===== src/rtl/rvh_l1d_snp_ctrl.sv =====
// L1D snoop responder: looks up the snooped set, downgrades or invalidates
// the hit line through the LST snoop write port, fetches dirty data and
// returns a snoop response. One snoop is handled at a time.
module rvh_l1d_snp_ctrl #(
  parameter int TAG_W  = 20,
  parameter int ID_W   = 4,
  parameter int LINE_W = 512
) (
  input  logic                 clk,
  input  logic                 rstn,
  input  logic                 snp_req_valid,
  output logic                 snp_req_ready,
  input  logic [1:0]           snp_req_type,
  input  logic                 snp_req_set_idx,
  input  logic [TAG_W-1:0]     snp_req_tag,
  input  logic [ID_W-1:0]      snp_req_id,
  output logic                 tag_rd_en,
  output logic                 tag_rd_set_idx,
  input  logic [4*TAG_W-1:0]   tag_rd_dat,
  output logic                 lst_rd_idx_snp,
  input  logic [7:0]           lst_rd_dat_snp,
  input  logic                 s0_lst_wr_busy,
  output logic                 lst_mesi_wr_en_snp,
  output logic                 lst_mesi_wr_set_idx_snp,
  output logic [1:0]           lst_mesi_wr_way_idx_snp,
  output logic [1:0]           lst_mesi_wr_dat_snp,
  output logic                 data_rd_valid,
  input  logic                 data_rd_ready,
  output logic                 data_rd_set_idx,
  output logic [1:0]           data_rd_way_idx,
  input  logic                 data_rd_resp_valid,
  input  logic [LINE_W-1:0]    data_rd_resp_dat,
  output logic                 snp_busy,
  output logic                 snp_busy_set_idx,
  output logic                 snp_resp_valid,
  input  logic                 snp_resp_ready,
  output logic [ID_W-1:0]      snp_resp_id,
  output logic                 snp_resp_hit,
  output logic [1:0]           snp_resp_was_state,
  output logic                 snp_resp_has_data,
  output logic [LINE_W-1:0]    snp_resp_dat
);

  localparam logic [1:0] MESI_I = 2'd0;
  localparam logic [1:0] MESI_S = 2'd1;
  localparam logic [1:0] MESI_M = 2'd3;
  localparam logic [1:0] SNP_SHARED = 2'd0;
  localparam logic [1:0] SNP_INV    = 2'd1;

  typedef enum logic [2:0] {
    ST_IDLE, ST_DECIDE, ST_DATA_REQ, ST_DATA_WAIT, ST_LST_WR, ST_RESP
  } state_e;

  state_e state_reg, state_next;

  logic [1:0]        type_reg;
  logic              set_reg;
  logic [TAG_W-1:0]  tag_reg;
  logic [ID_W-1:0]   id_reg;
  logic              hit_reg;
  logic [1:0]        way_reg;
  logic [1:0]        old_reg;
  logic [1:0]        new_reg;
  logic              need_data_reg;
  logic              need_wr_reg;
  logic [LINE_W-1:0] data_reg;

  logic [3:0] way_match;
  logic       dec_hit;
  logic [1:0] dec_way;
  logic [1:0] dec_old;
  logic [1:0] dec_new;
  logic       dec_need_data;
  logic       dec_need_wr;

  // Per-way hit: tag equal and line not Invalid
  for (genvar gi = 0; gi < 4; gi++) begin : g_way
    assign way_match[gi] = (tag_rd_dat[gi*TAG_W +: TAG_W] == tag_reg) &&
                           (lst_rd_dat_snp[2*gi +: 2] != MESI_I);
  end

  // Lowest matching way wins; derive the new state and what work is needed
  always_comb begin
    dec_hit = |way_match;
    dec_way = 2'd0;
    dec_old = MESI_I;
    for (int w = 3; w >= 0; w--) begin
      if (way_match[w]) begin
        dec_way = w[1:0];
        dec_old = lst_rd_dat_snp[2*w +: 2];
      end
    end
    case (type_reg)
      SNP_SHARED: dec_new = (dec_old == MESI_I) ? MESI_I : MESI_S;
      SNP_INV:    dec_new = MESI_I;
      default:    dec_new = dec_old;
    endcase
    dec_need_data = dec_hit && (dec_old == MESI_M);
    dec_need_wr   = (dec_new != dec_old);
  end

  // State register
  always_ff @(posedge clk or negedge rstn) begin
    if (!rstn) state_reg <= ST_IDLE;
    else       state_reg <= state_next;
  end

  // Next-state and handshake/strobe outputs
  always_comb begin
    state_next         = state_reg;
    snp_req_ready      = 1'b0;
    tag_rd_en          = 1'b0;
    tag_rd_set_idx     = 1'b0;
    data_rd_valid      = 1'b0;
    lst_mesi_wr_en_snp = 1'b0;
    snp_resp_valid     = 1'b0;
    snp_busy           = 1'b1;
    case (state_reg)
      ST_IDLE: begin
        snp_busy      = 1'b0;
        snp_req_ready = 1'b1;
        if (snp_req_valid) begin
          tag_rd_en      = 1'b1;
          tag_rd_set_idx = snp_req_set_idx;
          state_next     = ST_DECIDE;
        end
      end
      ST_DECIDE: begin
        if (dec_need_data)    state_next = ST_DATA_REQ;
        else if (dec_need_wr) state_next = ST_LST_WR;
        else                  state_next = ST_RESP;
      end
      ST_DATA_REQ: begin
        data_rd_valid = 1'b1;
        if (data_rd_ready) state_next = ST_DATA_WAIT;
      end
      ST_DATA_WAIT: begin
        if (data_rd_resp_valid) state_next = need_wr_reg ? ST_LST_WR : ST_RESP;
      end
      ST_LST_WR: begin
        // the s0 pipeline owns the LST write port whenever it is busy
        if (!s0_lst_wr_busy) begin
          lst_mesi_wr_en_snp = 1'b1;
          state_next         = ST_RESP;
        end
      end
      ST_RESP: begin
        snp_resp_valid = 1'b1;
        if (snp_resp_ready) state_next = ST_IDLE;
      end
      default: state_next = ST_IDLE;
    endcase
  end

  // Latch request fields on accept, lookup result in DECIDE, data on return
  always_ff @(posedge clk or negedge rstn) begin
    if (!rstn) begin
      type_reg      <= 2'd0;
      set_reg       <= 1'b0;
      tag_reg       <= '0;
      id_reg        <= '0;
      hit_reg       <= 1'b0;
      way_reg       <= 2'd0;
      old_reg       <= MESI_I;
      new_reg       <= MESI_I;
      need_data_reg <= 1'b0;
      need_wr_reg   <= 1'b0;
      data_reg      <= '0;
    end else begin
      if (state_reg == ST_IDLE && snp_req_valid) begin
        type_reg      <= snp_req_type;
        set_reg       <= snp_req_set_idx;
        tag_reg       <= snp_req_tag;
        id_reg        <= snp_req_id;
        hit_reg       <= 1'b0;
        way_reg       <= 2'd0;
        old_reg       <= MESI_I;
        new_reg       <= MESI_I;
        need_data_reg <= 1'b0;
        need_wr_reg   <= 1'b0;
        data_reg      <= '0;
      end
      if (state_reg == ST_DECIDE) begin
        hit_reg       <= dec_hit;
        way_reg       <= dec_way;
        old_reg       <= dec_old;
        new_reg       <= dec_new;
        need_data_reg <= dec_need_data;
        need_wr_reg   <= dec_need_wr;
      end
      if (state_reg == ST_DATA_WAIT && data_rd_resp_valid) begin
        data_reg <= data_rd_resp_dat;
      end
    end
  end

  assign lst_rd_idx_snp          = set_reg;
  assign lst_mesi_wr_set_idx_snp = set_reg;
  assign lst_mesi_wr_way_idx_snp = way_reg;
  assign lst_mesi_wr_dat_snp     = new_reg;
  assign data_rd_set_idx         = set_reg;
  assign data_rd_way_idx         = way_reg;
  assign snp_busy_set_idx        = set_reg;
  assign snp_resp_id             = id_reg;
  assign snp_resp_hit            = hit_reg;
  assign snp_resp_was_state      = old_reg;
  assign snp_resp_has_data       = need_data_reg;
  assign snp_resp_dat            = data_reg;

  // need_data_reg doubles as has_data; keep it consistent with the old state
  logic unused_ok;
  assign unused_ok = ^{old_reg == MESI_M};

endmodule


===== config.mk =====
export PLATFORM = sky130hd
export DESIGN_NAME = rvh_l1d_snp_ctrl
export DESIGN_NICKNAME = d
export VERILOG_FILES = /design/src/rtl/rvh_l1d_snp_ctrl.sv
export SDC_FILE = /design/constraint.sdc
export NUM_CORES = 1
export LEC_CHECK = 0
export ABC_AREA = 1
export BUFFER_PORTS_ARGS = -buffer_cell sky130_fd_sc_hd__buf_2
export CAP_MARGIN = 5
export CELL_PAD_IN_SITES_DETAIL_PLACEMENT = 1
export CELL_PAD_IN_SITES_GLOBAL_PLACEMENT = 2
export CORE_AREA = 2 2 457 459
export DETAILED_ROUTE_END_ITERATION = 12
export DIE_AREA = 0 0 459 461
export PLACE_DENSITY = 0.55
export SYNTH_ARGS = -nofsm -noshare
export SYNTH_HDL_FRONTEND = slang
export SYNTH_SLANG_ARGS = --single-unit

===== constraint.sdc =====
create_clock -name clk -period 3.2 [get_ports clk]
set_clock_uncertainty 0.15 [all_clocks]
set_input_delay 0.16 -clock clk [delete_from_list [all_inputs] [get_ports clk]]
set_output_delay 0.16 -clock clk [all_outputs]
set_load 0.1 [all_outputs]

Word level (Yosys, flattened, before mapping)
Cells that the tools add are included.
W data, S select, Z words.
{"block": "classes", "eq_ne": 17, "mux": 39, "n_reduce_logical": 18}
{"op": "$mux W512", "count": 2}
{"op": "$eq A20 B20 Y1", "count": 4}
{"op": "$mux W2", "count": 12}
{"op": "$mux W3", "count": 6}
{"op": "$pmux W3 S6", "count": 1}
{"op": "$mux W1", "count": 17}
{"op": "$reduce_bool A2 Y1", "count": 6}
{"op": "$ne A2 B2 Y1 const B", "count": 5}
{"op": "$logic_and A1 B1 Y1", "count": 7}
{"op": "$eq A3 B2 Y1 const B", "count": 2}
{"op": "$eq A3 B3 Y1 const B", "count": 2}
{"op": "$reduce_and A5 Y1", "count": 1}
{"op": "$logic_not A2 Y1", "count": 2}
{"op": "$pmux W2 S2", "count": 1}
{"op": "$reduce_or A4 Y1", "count": 1}
{"op": "$eq A3 B1 Y1 const B", "count": 1}
{"op": "$logic_not A3 Y1", "count": 1}
{"op": "$eq A2 B1 Y1 const B", "count": 1}
{"op": "$eq A2 B2 Y1 const B", "count": 1}
{"op": "$ne A2 B2 Y1", "count": 1}
{"block": "totals", "register_bits": 551, "inputBits": 634, "output_inout_bits": 537, "wordCells": 86}

Logic depth before layout (Yosys ltp)
{"block": "logic_depth", "depth_word": 13, "ltp_mapped": 20}

Worst setup path after synthesis
Ideal clock, no wire load.
{"block": "synth_path", "path_kind": "register -> output", "from": "register state_reg[1]", "to": "output port tag_rd_set_idx", "t_arrival_ps": 4106, "t_required_ps": 2890, "path_slack_ps": -1216, "path_stages_with_launch": 8, "path_buffers": 2, "path_cell_list": "dfrtp_1 nor2_1 nand2_1 inv_1 nand2_1 clkbuf_1 clkbuf_1 nor2_1"}
{"block": "synth_between", "elab_chain_cells": 2}
{"element": "start, declared", "line": "54", "rtl": "state_e state_reg, state_next;"}
{"element": "start signal, assigned", "line": "105", "rtl": "else state_reg <= state_next;"}
{"element": "$logic_not A3 Y1", "line": "118", "rtl": "case (state_reg)"}
{"element": "$mux W1", "line": "118"}
{"element": "end, declared", "line": "18", "rtl": "output logic tag_rd_set_idx,"}
No other way between the ends.

Worst setup path after layout
{"block": "layout_path", "from": "register tag_reg[1]", "to": "register way_reg[1] (netlist: data_rd_way_idx[1])"}
{"block": "layout_between", "elab_chain_cells": 7, "elab_cells_between_ends": 13, "classes_between": "4 x eq/ne; 5 x mux; 4 x reduce/logical"}
{"element": "start, declared", "line": "58", "rtl": "logic [TAG_W-1:0] tag_reg;"}
{"element": "start signal, assigned", "line": "173", "rtl": "tag_reg <= snp_req_tag;"}
{"element": "$eq A20 B20 Y1", "line": "78", "rtl": "assign way_match[gi] = (tag_rd_dat[gi*TAG_W +: TAG_W] == tag_reg) &&"}
{"element": "$logic_and A1 B1 Y1", "line": "78"}
{"element": "$mux W2 (3 in series)", "line": "88", "rtl": "if (way_match[w]) begin"}
{"element": "$mux W2 (*)", "line": "88"}
{"element": "$mux W2 (*)", "line": "183", "rtl": "if (state_reg == ST_DECIDE) begin"}
{"element": "end signal, assigned", "line": "185", "rtl": "way_reg <= dec_way;"}
{"element": "end, declared", "line": "61", "rtl": "logic [1:0] way_reg;"}
Mark *: on every way between the ends. The rest lies on a longest branch, timed or not.
A chain may end at the register's enable or synchronous reset.

==> reports/metrics.yaml <==
outcome:
  status: "completed"
critical_path:
  start_kind: "flip-flop"
  cp-end-kind: "flip-flop"
  criticalPathCategory: "flip-flop to flip-flop"
  critPathArrivalTime_ns: 3.49
  cpPeakStageDelay_ns: 0.62
  crit_fanout: 6
  slowest_stage: "dlygate4sd3_1"
  crit_required_ns: 3.61
  crit_path_cell_trace: "xor2_1 -> a21oi_1 -> nand3_1 -> nor4b_1 -> dlygate4sd3_1 -> nand4_1 -> dlygate4sd3_1 -> nand3_1 -> o21ai_0"
power:
  ir_drop_v: 0.0003465
  power_leakage_uw: 0.02346
  p_seq_share_pct: 34.5
  p_per_area_nw_per_um2: 495.9
  p_comb_share_pct: 23.3
  finalPower_uw: 21730
  intPower_uw: 14190
  switchingPower_uw: 7540
  switching_share_pct: 34.70
  clockPowerShare_pct: 42.2
yosys:
  synth_top_area_share_pct: 56.82
  yosysTopAreaCell: "dfrtp_1"
  yosysWarningCount: 0
  synthCells: 2864
  ys_ff_latch: 551
  synth_edf_count: 0
  ys_top_cells_by_area: "dfrtp_1, nand3_1, nand2_1"
  synth.distinct_cells: 37
  synth_top_flop_cell: "dfrtp_1"
  avgSynthCellArea_um2: 8.474
  async_flop_share_pct: 100.0
  ys_seq_area_share_pct: 56.82
  synth_fp_nets: 3498
  synth_area_um2: 24270
global_route:
  grt_overflow: 0
  grt_pass1_wl_um: 238000
  grt_max_degree: 134
  grt_pass1_vias: 31127
  antenna_found_initial: 74
  grt_use_total_pct: 15.55
clock_network:
  cts_made_buffers: 78
  path_clk_slew_ns: 0.06
  clk_path_buf_depth: 3
  htree_levels: 3
  root_buffer: "clkbuf_16"
  clock_latency_ns: 0.69
  clock_sinks: 551
  cts_tree: "yes"
finish:
  fill_cells: 24582
  largest_reg_flops: 512
  final_nets: 5328
  drive_gt1_share_pct: 30.55
  area_delta_synth_final_pct: 80.56
die:
  die_area_um2: 211600
  start_util_pct: 11.76
  die_w_um: 459
  ioPinCount: 1171
  rows: 167
  coreArea_um2: 206400
  die_y_um: 461
timing:
  finalCritPeriodShare_pct: 96.34
  timing.final.ws_setup_ns: 0.1173
  max-slew-margin-rel_pct: 42.79
  hold_violations: 0
  setup_viol: 0
  rsz0062_at_grt: "yes"
  fmax_mhz: 324.4
  fin_crit_ns: 3.083
  fin_hold_ws_ns: 0.04090
  finalMaxSlewViolations: 0
  tightest_slew_ns: 0.8582
routing:
  firstDrtPassIters: 5
  final_antenna_net_count: 0
  drc: 0
  vias: 29125
  wl_per_cell_um: 22.83
  drt_iter0_drc: 1656
  routed_wirelength_um: 170900
  routed_via_density: 3.890
placed_design:
  gp_congestion: 0.8637
  port_buffers: 1170
  pre_cts_ws_ns: 0.6515
  dp_hpwl_um: 127800
flow_run:
  drv_cap: 0
worst_hold_path:
  hold_class: "input port to flip-flop"
-- cell families (layout without fill, tap and decap cells) --
kind of cell	Yosys count	after routing	synth area share, %
flops	551	551	56.82
compound gates	58	58	1.294
xor+xnor	29	29	1.047
buf+inv	329	2221	5.295
simple gates	1897	1897	35.55
other cells	0	28	0
-- critical path: cells and delay by family, from the launching register on --
kind | cells | cell delay, ns
DFF | 1 | 0.49
AOI/OAI and AO/OA | 2 | 0.26
buffers and inverters | 2 | 1.23
and+or+nand+nor | 4 | 0.61
xor gates and xnor gates | 1 | 0.21
-- metal layers --
layer / share of wire, % / routed length, um / track usage, % / vias to the layer above
li1: - / - / - / 13261
met1: 41 / 70190 / 18.69 / 14502
met2: 47 / 80860 / 25.86 / 1109
met3: 8.8 / 15120 / 5.732 / 231
met4: 2.7 / 4629 / 4.347 / 22
met5: 0.083 / 142 / 0 / -
-- through the flow --
step	instances	setup TNS, ns	area, um2	utilization, %
after floorplan	2864	0	24290	-
final	7488	0	43820	21.23
after global routing	7481	-0.006449	43800	21.22
after detailed placement	6565	0	33490	16.22
after global placement	6565	0	33490	16.22
after CTS	7445	0	43560	21.10
-- power by group through the flow --
| stage | clock (uW) | combinational, uW | sequential [uW] |
|---|---|---|---|
| floorplan | 0 | 2180 | 7680 |
| global placement | 0 | 4200 | 7610 |
| detailed placement | 0 | 4170 | 7620 |
| CTS | 9580 | 4920 | 7500 |
| global route | 9790 | 5460 | 7520 |
| finish | 9170 | 5060 | 7500 |
-- cell usage after synthesis, types with 2 or more instances --
cell type and number:
nor2_4 2, nor3_2 2, a21oi_1 5, dfrtp_1 551, a2111oi_0 2, o21ai_0 40, nor2_1 59, inv_2 17
xnor2_1 17, buf_1 7, nor4_1 6, nand4_1 15, xor2_1 12, nand3_2 2, nor2_2 12, nand3_1 1042
nor3_1 9, buf_4 5, o21ai_1 4, o22ai_1 2, or2_1 3, nand2_1 724, nand2_2 13, nor4b_1 3
clkbuf_1 203, buf_2 25, or2_2 2, inv_1 71
-- cells in the final DEF, fill, tap and decap left out, types with 3 or more instances in the layout --
| cell type | instances |
|---|---|
| a21oi_1 | 5 |
| clkinvlp_4 | 5 |
| nor2_1 | 56 |
| clkbuf_16 | 78 |
| clkbuf_8 | 23 |
| nand2_2 | 15 |
| nand3_1 | 1042 |
| inv_1 | 70 |
| xnor2_1 | 13 |
| clkinv_2 | 8 |
| nor3_2 | 5 |
| nor2_4 | 3 |
| diode_2 | 28 |
| nor2_2 | 14 |
| nand2_1 | 720 |
| dfrtp_1 | 543 |
| nand4_1 | 15 |
| clkbuf_1 | 15 |
| xnor2_2 | 4 |
| inv_2 | 13 |
| clkinv_4 | 3 |
| buf_4 | 54 |
| o21ai_0 | 40 |
| nor4_1 | 6 |
| or2_1 | 3 |
| nor3_1 | 6 |
| xor2_1 | 12 |
| clkinv_8 | 4 |
| dfrtp_2 | 8 |
| dlygate4sd3_1 | 738 |
| nor4b_1 | 3 |
| buf_12 | 29 |
| buf_2 | 1166 |
| o21ai_1 | 4 |
| bufinv_16 | 3 |
| inv_4 | 3 |
-- final cells by class --
class	count	area (um2)	area share, %
clock inverter	26	340.3	0.7767
multi-input combinational	1984	9286	21.19
inverter	89	350.3	0.7995
tap	2704	3383	7.721
clock buffer	116	2325	5.305
antenna	28	70.07	0.1599
timing repair buffer	1990	14270	32.56
sequential	551	13800	31.49
-- path summary, 6_finish.rpt --
path,from,endpoint,slack [ns],cells past startpoint
max in group asynchronous,rstn,snp_resp_dat[55]$_DFFE_PN0P_,2.08,3
min,data_rd_resp_valid,snp_resp_dat[98]$_DFFE_PN0P_,0.04,4
max,tag_reg[1]$_DFFE_PN0P_,data_rd_way_idx[1]$_DFFE_PN0P_,0.12,9
min in group asynchronous,rstn,snp_resp_dat[155]$_DFFE_PN0P_,0.19,3
min reg2reg,snp_resp_id[1]$_DFFE_PN0P_,snp_resp_id[1]$_DFFE_PN0P_,0.33,2
max reg2reg,tag_reg[1]$_DFFE_PN0P_,data_rd_way_idx[1]$_DFFE_PN0P_,0.12,9
-- repair_timing --
item / in CTS / in global routing
hold buffers: 738 / 1
setup endpoints to repair: 0 / 8
buffers inserted: 0 / 14
gates resized for setup: 0 / 22
endpoints found under the hold margin: 1012 / 18
No activity file was read; power rests on OpenSTA's default activity.
